File: config.mk
export PLATFORM = sky130hd
export DESIGN_NAME = mem_inst_reader
export DESIGN_NICKNAME = d
export VERILOG_FILES = /design/src/rtl/mem_inst_reader.sv
export SDC_FILE = /design/constraint.sdc
export NUM_CORES = 1
export LEC_CHECK = 0
export ABC_CLOCK_PERIOD_IN_PS = 3000
export CAP_MARGIN = 20
export CORE_UTILIZATION = 45
export DETAILED_ROUTE_END_ITERATION = 10
export PLACE_DENSITY = 0.9
export SLEW_MARGIN = 40
export SYNTH_ARGS = -nofsm -noshare
export SYNTH_HDL_FRONTEND = slang
export SYNTH_SLANG_ARGS = --single-unit
File: constraint.sdc
create_clock -name clk -period 3 [get_ports clk]
set_clock_uncertainty 0.2 [all_clocks]
set_input_delay 0.9 -clock clk [delete_from_list [all_inputs] [get_ports clk]]
set_output_delay 0.9 -clock clk [all_outputs]
set_load 0.005 [all_outputs]
File: src/rtl/mem_inst_reader.sv
// rtl/mem_inst_reader.sv - burst reader fetching consecutive memory words onto a valid/ready output
module mem_inst_reader #(
    parameter int ADDR_W = 9,
    parameter int DATA_W = 32
) (
    input  logic              clk,
    input  logic              rst,
    input  logic              start,
    input  logic [ADDR_W-1:0] base_addr,
    input  logic [ADDR_W:0]   count,
    input  logic              abort,
    output logic [ADDR_W-1:0] mem_addr,
    output logic              mem_wEn,
    input  logic [DATA_W-1:0] mem_rdata,
    output logic              out_valid,
    input  logic              out_ready,
    output logic [DATA_W-1:0] out_data,
    output logic [ADDR_W-1:0] out_addr,
    output logic              busy,
    output logic              done
);

    typedef enum logic [2:0] {
        IDLE,
        RD,
        CAP,
        OUT,
        DONE
    } state_t;

    // A burst can never exceed the full memory size.
    localparam logic [ADDR_W:0] MAX_COUNT = {1'b1, {ADDR_W{1'b0}}};
    localparam logic [ADDR_W:0] ONE_WORD  = {{ADDR_W{1'b0}}, 1'b1};

    state_t            state;
    logic [ADDR_W-1:0] cur_addr;
    logic [ADDR_W:0]   remaining;
    logic [ADDR_W:0]   count_clamped;

    // The reader only ever reads.
    assign mem_wEn = 1'b0;

    // cur_addr only moves at burst start or on a handshake, so it already holds
    // its last value while idle.
    assign mem_addr = cur_addr;

    // Oversized requests are trimmed to one full pass over the memory.
    always_comb begin
        count_clamped = (count > MAX_COUNT) ? MAX_COUNT : count;
    end

    // Burst sequencing: address the word, capture it, hold it until consumed.
    always_ff @(posedge clk) begin
        if (rst) begin
            state     <= IDLE;
            cur_addr  <= '0;
            remaining <= '0;
            out_valid <= 1'b0;
            out_data  <= '0;
            out_addr  <= '0;
            busy      <= 1'b0;
            done      <= 1'b0;
        end else begin
            done <= 1'b0;
            case (state)
                IDLE: begin
                    if (start) begin
                        if (count_clamped != '0) begin
                            cur_addr  <= base_addr;
                            remaining <= count_clamped;
                            busy      <= 1'b1;
                            state     <= RD;
                        end else begin
                            done  <= 1'b1;
                            state <= DONE;
                        end
                    end
                end
                RD: begin
                    if (abort) begin
                        remaining <= '0;
                        busy      <= 1'b0;
                        state     <= IDLE;
                    end else begin
                        state <= CAP;
                    end
                end
                CAP: begin
                    if (abort) begin
                        remaining <= '0;
                        busy      <= 1'b0;
                        state     <= IDLE;
                    end else begin
                        out_data  <= mem_rdata;
                        out_addr  <= cur_addr;
                        out_valid <= 1'b1;
                        state     <= OUT;
                    end
                end
                OUT: begin
                    // Abort beats a simultaneous handshake: the word is dropped.
                    if (abort) begin
                        remaining <= '0;
                        out_valid <= 1'b0;
                        busy      <= 1'b0;
                        state     <= IDLE;
                    end else if (out_ready) begin
                        out_valid <= 1'b0;
                        if (remaining == ONE_WORD) begin
                            remaining <= '0;
                            busy      <= 1'b0;
                            done      <= 1'b1;
                            state     <= DONE;
                        end else begin
                            remaining <= remaining - ONE_WORD;
                            cur_addr  <= cur_addr + 1'b1;
                            state     <= RD;
                        end
                    end
                end
                DONE: begin
                    state <= IDLE;
                end
                default: begin
                    state <= IDLE;
                end
            endcase
        end
    end

endmodule

# Word level (Yosys, flattened, before mapping)
# Index checks and enable logic that the tools add are counted.
[totals]
ff_bits = 66
input_bits = 56
[classes]
n_eq_ne = 13
reduce_logical = 12
n_mux = 39
magnitude_cmp = 1
addsub = 2
bitwise = 1
[ops]
columns = ["operator", "count"]
rows = [
  ["2-to-1 mux 10 bit", 7],
  ["2-to-1 mux 9 bit", 5],
  ["one-hot mux 10 bit (3 select lines)", 1],
  ["one-hot mux 9 bit (2 select lines)", 1],
  ["2-to-1 mux 3 bit", 5],
  ["2-to-1 mux 1 bit", 14],
  ["!= test 2 bit (second input constant)", 6],
  ["one-hot mux 3 bit (4 select lines)", 1],
  ["AND reduction 6 bit", 2],
  ["equality test 10 x 1 -> 1 bit (second input constant)", 1],
  ["greater-than comparator 10 bit (second input constant)", 1],
  ["nonzero test 10 bit", 1],
  ["subtractor 10 x 1 -> 10 bit (second input constant)", 1],
  ["adder 9 x 1 -> 9 bit (second input constant)", 1],
  ["equality test 3 x 2 -> 1 bit (second input constant)", 2],
  ["!= test 3 bit (second input constant)", 2],
  ["AND reduction 5 bit", 1],
  ["2-to-1 mux 2 bit", 2],
  ["one-hot mux 1 bit (2 select lines)", 2],
  ["AND reduction 2 bit", 2],
  ["nonzero test 2 bit", 2],
  ["equality test 3 x 1 -> 1 bit (second input constant)", 1],
  ["zero test 3 bit", 1],
  ["one-hot mux 1 bit (3 select lines)", 1],
  ["other kinds (5)", 5],
]

# Logic depth before layout (Yosys ltp)
# Gate-level depths: netlist of run 1.
[logic_depth]
depth_word = 6
ltp_mapped = 8
mapped_depth_nobuf = 7

# Worst setup path after synthesis of run 1
# No wires, ideal clock.
[synth_timing]
path_type = "in2reg"
from = "in count[6]"
to = "reg remaining[8]"
setup_time_ps = 92
required_ps = 2708
arrival_time_ps = 2215
path_slack_ps = 493
stages = 6
path_cell_list = "nor4_1 -> nand3_1 -> o211ai_1 -> buf_2 -> a21oi_1 -> o32ai_1"
[synth_via]
elab_chain_cells = 5
elab_cells_between_ends = 8
[synth_rtl]
columns = ["element", "line_no", "source"]
rows = [
  ["start, declared", "10", "input logic [ADDR_W:0] count,"],
  ["greater-than comparator 10 bit", "49", "count_clamped = (count > MAX_COUNT) ? MAX_COUNT : count;"],
  ["2-to-1 mux 10 bit (*)", "49", ""],
  ["nonzero test 10 bit / 2-to-1 mux 10 bit (equally long branches)", "68", "if (count_clamped != '0) begin"],
  ["!= test 2 bit (no source line) / 2-to-1 mux 10 bit (equally long branches)", "n/a", ""],
  ["AND reduction 5 bit (no source line) / one-hot mux 10 bit (3 select lines) (equally long branches)", "n/a", ""],
  ["end signal, assigned", "70", "remaining <= count_clamped;"],
  ["end signal, assigned", "115", "remaining <= remaining - ONE_WORD;"],
  ["end, declared", "37", "logic [ADDR_W:0] remaining;"],
]
# Every way passes the cells marked *; elsewhere a longest branch is shown, timed or not. The select of a mux whose other input is x is not followed.
# A chain may end at the register's enable or synchronous reset.

# Final worst setup path of run 1
[layout_timing]
from = "in count[6]"
to = "reg cur_addr[5], in the netlist mem_addr[5]"
[layout_via]
elab_chain_cells = 5
[layout_rtl]
columns = ["element", "line_no", "source"]
rows = [
  ["greater-than comparator 10 bit", "49", ""],
  ["2-to-1 mux 10 bit (*)", "49", ""],
  ["nonzero test 10 bit (*)", "68", ""],
  ["!= test 2 bit (no source line) (*)", "n/a", ""],
  ["AND reduction 6 bit (no source line) (*)", "n/a", ""],
  ["end signal, assigned", "69", "cur_addr <= base_addr;"],
  ["end signal, assigned", "116", "cur_addr <= cur_addr + 1'b1;"],
  ["end, declared", "36", "logic [ADDR_W-1:0] cur_addr;"],
]
# Every way passes the cells marked *; elsewhere a longest branch is shown, timed or not.

==> results of run 1 <==
==> report_power, final <==
group | leakage (nW) | switching [mW] | internal (mW)
Sequential | 0.535 | 0.0374 | 0.909
Combinational | 0.877 | 0.170 | 0.182
Clock | 0.127 | 0.357 | 0.640
Total | 1.54 | 0.564 | 1.73
==> cell usage after synthesis (2+ instances only) <==
library cell  instances
o32ai_1              10
clkbuf_8              3
o21ai_0               5
a311oi_1              2
a2111oi_0             2
inv_1                12
nor2_1               20
a21oi_1              63
and3_1                3
o211ai_1              7
nand3_1               9
a221oi_1              2
nand4b_1              2
buf_6                 2
nor4_1                2
clkbuf_1             17
ha_1                  3
nand2_1              96
dfxtp_1              66
nor3_1               10
o31ai_1               2
a32oi_1               5
or4_4                 2
a31oi_1               3
buf_4                 2
a211oi_1              3
==> registers in the layout, summed over array words and instances, names as in the netlist <==
register	count
out_data	32
out_addr	9
out_valid	1
busy	1
remaining	10
state	3
mem_addr	9
done	1
==> tightest hold or removal path: stages (launching register included) <==
cell,delay (ps)
dfxtp_1,310
nand2_1,50
a21oi_1,50
==> per-layer routing <==
layer	track usage (%)	part of all wire (%)
met5	0	0
met1	30.0	41
met4	10.3	1.3
met3	5.84	7.6
met2	41.9	50
==> cells by family after synthesis <==
group	after synthesis
buf+inv	38
other cells	1
fa+ha+maj	3
simple gates	156
compound gates	115
flops	66
==> worst min path at each step <==
stage	start	endpoint	slack, ps	depth (start not counted)
after floorplan	out_addr[8]	out_addr[8]	250	2
after global placement	out_addr[6]	out_addr[6]	240	2
after detailed placement	out_data[16]	out_data[16]	250	2
after CTS	out_data[16]	out_data[16]	260	2
after global routing	out_data[16]	out_data[16]	270	2
final	out_addr[3]	out_addr[3]	260	2
==> cell type report <==
type / instances / area, µm²
Fill cell: 521 / 2010
Clock inverter: 6 / 136
Clock buffer: 10 / 128
Timing Repair Buffer: 124 / 1200
Inverter: 12 / 45.0
Multi-Input combinational cell: 275 / 1490
Tap cell: 77 / 96.3
Sequential cell: 66 / 1320
==> metrics by stage <==
stage / hold slack, ps / util, % / TNS, ps
after floorplan: 250 / - / 0
after global placement: 241 / 64.5 / 0
after detailed placement: 246 / 64.5 / -21.8
after CTS: 256 / 68.7 / 0
after global routing: 271 / 68.7 / 0
final: 255 / 68.7 / 0
==> out/results.tsv, run 1 <==
metric	value	unit
fmax	374	MHz
first_iter_violations	180	
grt_usage	24.7	%
grt_pass1_vias	3048	
instances_no_fill	570	
core_area	6420	µm²
synth_area	3020	µm²
status	finished, violations left	
drv_cap	0	
drt_first_pass_iters	8	
crit_end	mem_addr[5]	
drc_errors	18	
hold_violations	0	
ys_seq_elements	66	
syn_nets	438	
synthToLayoutAreaGrowth	46.2	%
finalPower	2.29	mW
cts.sinks	66	
yosys.area_share.xor_xnor	0	%
post-cts-setup-buffer-count	0	
io-pin-count	110	
slowest_stage	o211ai_4	
io_buffers	108	
r2r_start	remaining[5]	
hold_buffers	0	
setup_slack	326	ps
hold_class	flop to flop	
path_max_fanout	18	
p_per_area	520	nW/µm²
timing.final.crit_share	89.1	%
die_x	83.9	µm
setup_viol	0	
synth_top_area_cell	dfxtp_1	
cts-buffers-inserted	9	
cp_data_arrival_time	2710	ps
r2r_slack	580	ps
ys_top_cells_by_area	dfxtp_1, nand2_1, a21oi_1, o32ai_1, nor2_1	
cts_repair_resize_count	0	
path_depth	6	
synth-edff-count	0	
h-tree-depth	3	
ys_async_sr_fraction	0	%
synthAdderAreaFrac	1.24	%
drive_gt1_share	8.72	%
via_count	3231	
crit_path_start	count[6]	
synthSimpleGateAreaFrac	22.9	%
placedInstanceArea	4150	µm²
cp-end-kind	flop	
synth_top_family_by_area	compound AO/OA/AOI/OAI gates	
design_area	4410	µm²
gp_congestion	0.905	
wirelength	8490	µm
num_antenna_cells	0	
die_y	83.9	µm
violations	DRC	
ys_types	52	
antenna_left	0	
cp.required	3030	ps
final_max_slew_viol_count	0	
synth_compound_area_share	25.0	%
die-area	7030	µm²
placed_cells	554	
power_leakage	1.54	nW
ys_seq_area_share	43.8	%
worst-setup-path-type	input pin to flop	
cts_root_buf	clkbuf_8	
ir_worst_vdd	0.249	mV
reg2reg_depth	5	
critPathLaunchType	input pin	
clk_path_buf_depth	2	
regToRegEndpoint	mem_addr[5]	
final_cell_mix	clkdlybuf4s50_1, nand2_1, dfxtp_1	
final_net_count	547	
path_buf_inv	1	
clock_latency	340	ps
min_period	2670	ps
syn_area_per_cell	7.96	µm²
ys.flop_type	dfxtp_1	
critPathTopFamily	compound AO/OA/AOI/OAI gates	
dpl_worst_slack	-7.45	ps
ys_warn_count	0	
max_slew_margin	44.4	%
dp_hpwl	5960	µm
start_util	47.0	%
cp_cell_sequence	clkdlybuf4s50_1 > nor4_1 > nand3_1 > o211ai_4 > nor2_1 > o221a_2	
synth_top_cell_area_share	43.8	%
syn_inst	379	
grt_first_pass_wirelength	14000	µm
path_clk_slew	70	ps
critPathMaxStageDelay	500	ps
wire_per_inst	14.9	µm
grt_max_degree	34	
rows	29	
synthMuxAreaShare	0	%
antenna_found_initial	0	
vias_per_cell	5.67	
rsz0062_at_grt	no	
cts_tree	built	
grt.overflow.total	0	
layout_commonest_cell	clkdlybuf4s50_1	
tightest_slew	827	ps
(Power assumes the default switching activity.)
==> inputs of run 2 (changes only) <==
--- a/config.mk
+++ b/config.mk
@@ -5,11 +5,11 @@
 export SDC_FILE = /design/constraint.sdc
 export NUM_CORES = 1
 export LEC_CHECK = 0
-export ABC_CLOCK_PERIOD_IN_PS = 3000
+export ABC_CLOCK_PERIOD_IN_PS = 2620
 export CAP_MARGIN = 20
-export CORE_UTILIZATION = 45
+export CORE_UTILIZATION = 40
 export DETAILED_ROUTE_END_ITERATION = 10
-export PLACE_DENSITY = 0.9
+export PLACE_DENSITY = 0.82
 export SLEW_MARGIN = 40
 export SYNTH_ARGS = -nofsm -noshare
 export SYNTH_HDL_FRONTEND = slang
==> constraint.sdc (replaced) <==
create_clock -name clk -period 2.62 [get_ports clk]
set_clock_uncertainty 0.2 [all_clocks]
set_input_delay 0.786 -clock clk [delete_from_list [all_inputs] [get_ports clk]]
set_output_delay 0.786 -clock clk [all_outputs]
set_load 0.005 [all_outputs]
==> run 2 against run 1 <==
  * The run now ends clean
  * Flip-flop and latch count is the same
  * Setup slack lost 240 ps
  * First-iteration DRC count shrank 29%
  * Final cell count grew 6.7%
  * Critical path type unchanged
  * Highest routed layer unchanged
==> out/results.tsv, run 2 (synthesis results as in run 1) <==
metric	value	unit
status	completed	
grt.overflow.total	0	
layout_commonest_cell	clkdlybuf4s50_1	
hold_buffers	0	
gp_congestion	0.856	
wire_per_inst	13.9	µm
die_y	88.8	µm
cp_data_arrival_time	2560	ps
h-tree-depth	3	
grt_use_met3	5.32	%
path_max_fanout	7	
regMostFlops	out_data	
cts.sinks	66	
dpl_worst_slack	-315	ps
final_cell_mix	clkdlybuf4s50_1, nand2_1, dfxtp_1	
tightest_slew	791	ps
use_met2	35.5	%
setup_total_negative_slack	0	ps
drt_first_pass_iters	4	
first_iter_violations	127	
cp.required	2640	ps
core_area	7250	µm²
dp_hpwl	6100	µm
drc_errors	0	
antenna_found_initial	0	
max_slew_margin	46.9	%
cts_root_buf	clkbuf_8	
drive_gt1_share	12.0	%
setup_slack	83.7	ps
worst-setup-path-type	input pin to flop	
p_per_area	525	nW/µm²
cts-buffers-inserted	9	
grt_max_degree	32	
placedInstanceArea	4300	µm²
start_util	41.6	%
rows	31	
wirelength	8480	µm
io-pin-count	110	
final_net_count	563	
clk_path_buf_depth	2	
timing.final.crit_share	96.8	%
power_leakage	1.60	nW
cts_tree	built	
use_met1	25.7	%
critPathLaunchType	input pin	
clock_latency	340	ps
die-area	7890	µm²
synthToLayoutAreaGrowth	50.4	%
design_area	4540	µm²
largest_reg_flops	32	
num_antenna_cells	0	
grt_pass1_vias	2828	
reg_top3	out_data: 32 flops, remaining: 10 flops	
hold_class	flop to flop	
path_clk_slew	70	ps
io_buffers	108	
die_x	88.8	µm
grt_usage	21.1	%
top_usage_layer	met2	
hold_violations	0	
min_period	2540	ps
setup_viol	0	
grt_first_pass_wirelength	12800	µm
drv_cap	0	
fmax	394	MHz
final_max_slew_viol_count	0	
cp-end-kind	flop	
vias_per_cell	5.27	
fill_cells	659	
antenna_left	0	
via_count	3206	
ir_worst_vdd	0.347	mV
run 2: repair_timing:
item / CTS / global route
resized for setup: 0 / 1
setup endpoints to repair: 0 / 12
setup buffers: 0 / 3
run 2: routing by layer:
metal	routed length, µm	up-vias
met5	0	-
met4	129	0
met3	503	10
met2	4170	108
met1	3670	1493
li1	-	1595
run 2: final cells by class:
class / instances / area, µm² / area share (%)
Timing Repair Buffer: 140 / 1350 / 29.8
Clock inverter: 6 / 65.1 / 1.43
Multi-Input combinational cell: 275 / 1490 / 32.8
Clock buffer: 10 / 138 / 3.03
Sequential cell: 66 / 1320 / 29.1
Tap cell: 99 / 124 / 2.73
Inverter: 12 / 45.0 / 0.993
run 2: worst max-delay path: stages:
cell and delay, ps:
clkdlybuf4s50_1 470, or3b_2 460, a21oi_1 240, o211ai_4 180, buf_4 200, a21oi_1 130
o32ai_1 90
run 2: report_power, final:
group	switching (mW)	leakage, nW	total, mW	internal (mW)
Combinational	0.197	0.964	0.430	0.233
Sequential	0.0419	0.535	1.08	1.04
Clock	0.404	0.103	0.870	0.467
run 2: worst paths after layout:
check               start     endpoint  slack, ps  depth (start not counted)
max                 start  mem_addr[4]         80                          7
min           out_addr[1]  out_addr[1]        250                          2
max reg2reg  remaining[5]  mem_addr[0]        270                          6
min reg2reg   out_addr[1]  out_addr[1]        250                          2
run 2: stage by stage:
step                total power [mW]  hold slack (ps)  cells  utilization, %
floorplan                       1.31              250    379               -
global placement                1.51              241    589            59.2
detailed placement              1.52              246    589            59.2
CTS                             2.39              256    605            62.0
global route                    2.49              275    608            62.5
finish                          2.38              254    608            62.5
==> inputs of run 3 (changes only) <==
--- a/config.mk
+++ b/config.mk
@@ -6,7 +6,7 @@
 export NUM_CORES = 1
 export LEC_CHECK = 0
 export ABC_CLOCK_PERIOD_IN_PS = 2620
-export CAP_MARGIN = 20
+export CAP_MARGIN = 40
 export CORE_UTILIZATION = 40
 export DETAILED_ROUTE_END_ITERATION = 10
 export PLACE_DENSITY = 0.82
==> results of run 3 <==
The final DEF is identical to that of run 2; final timing and power are the same.
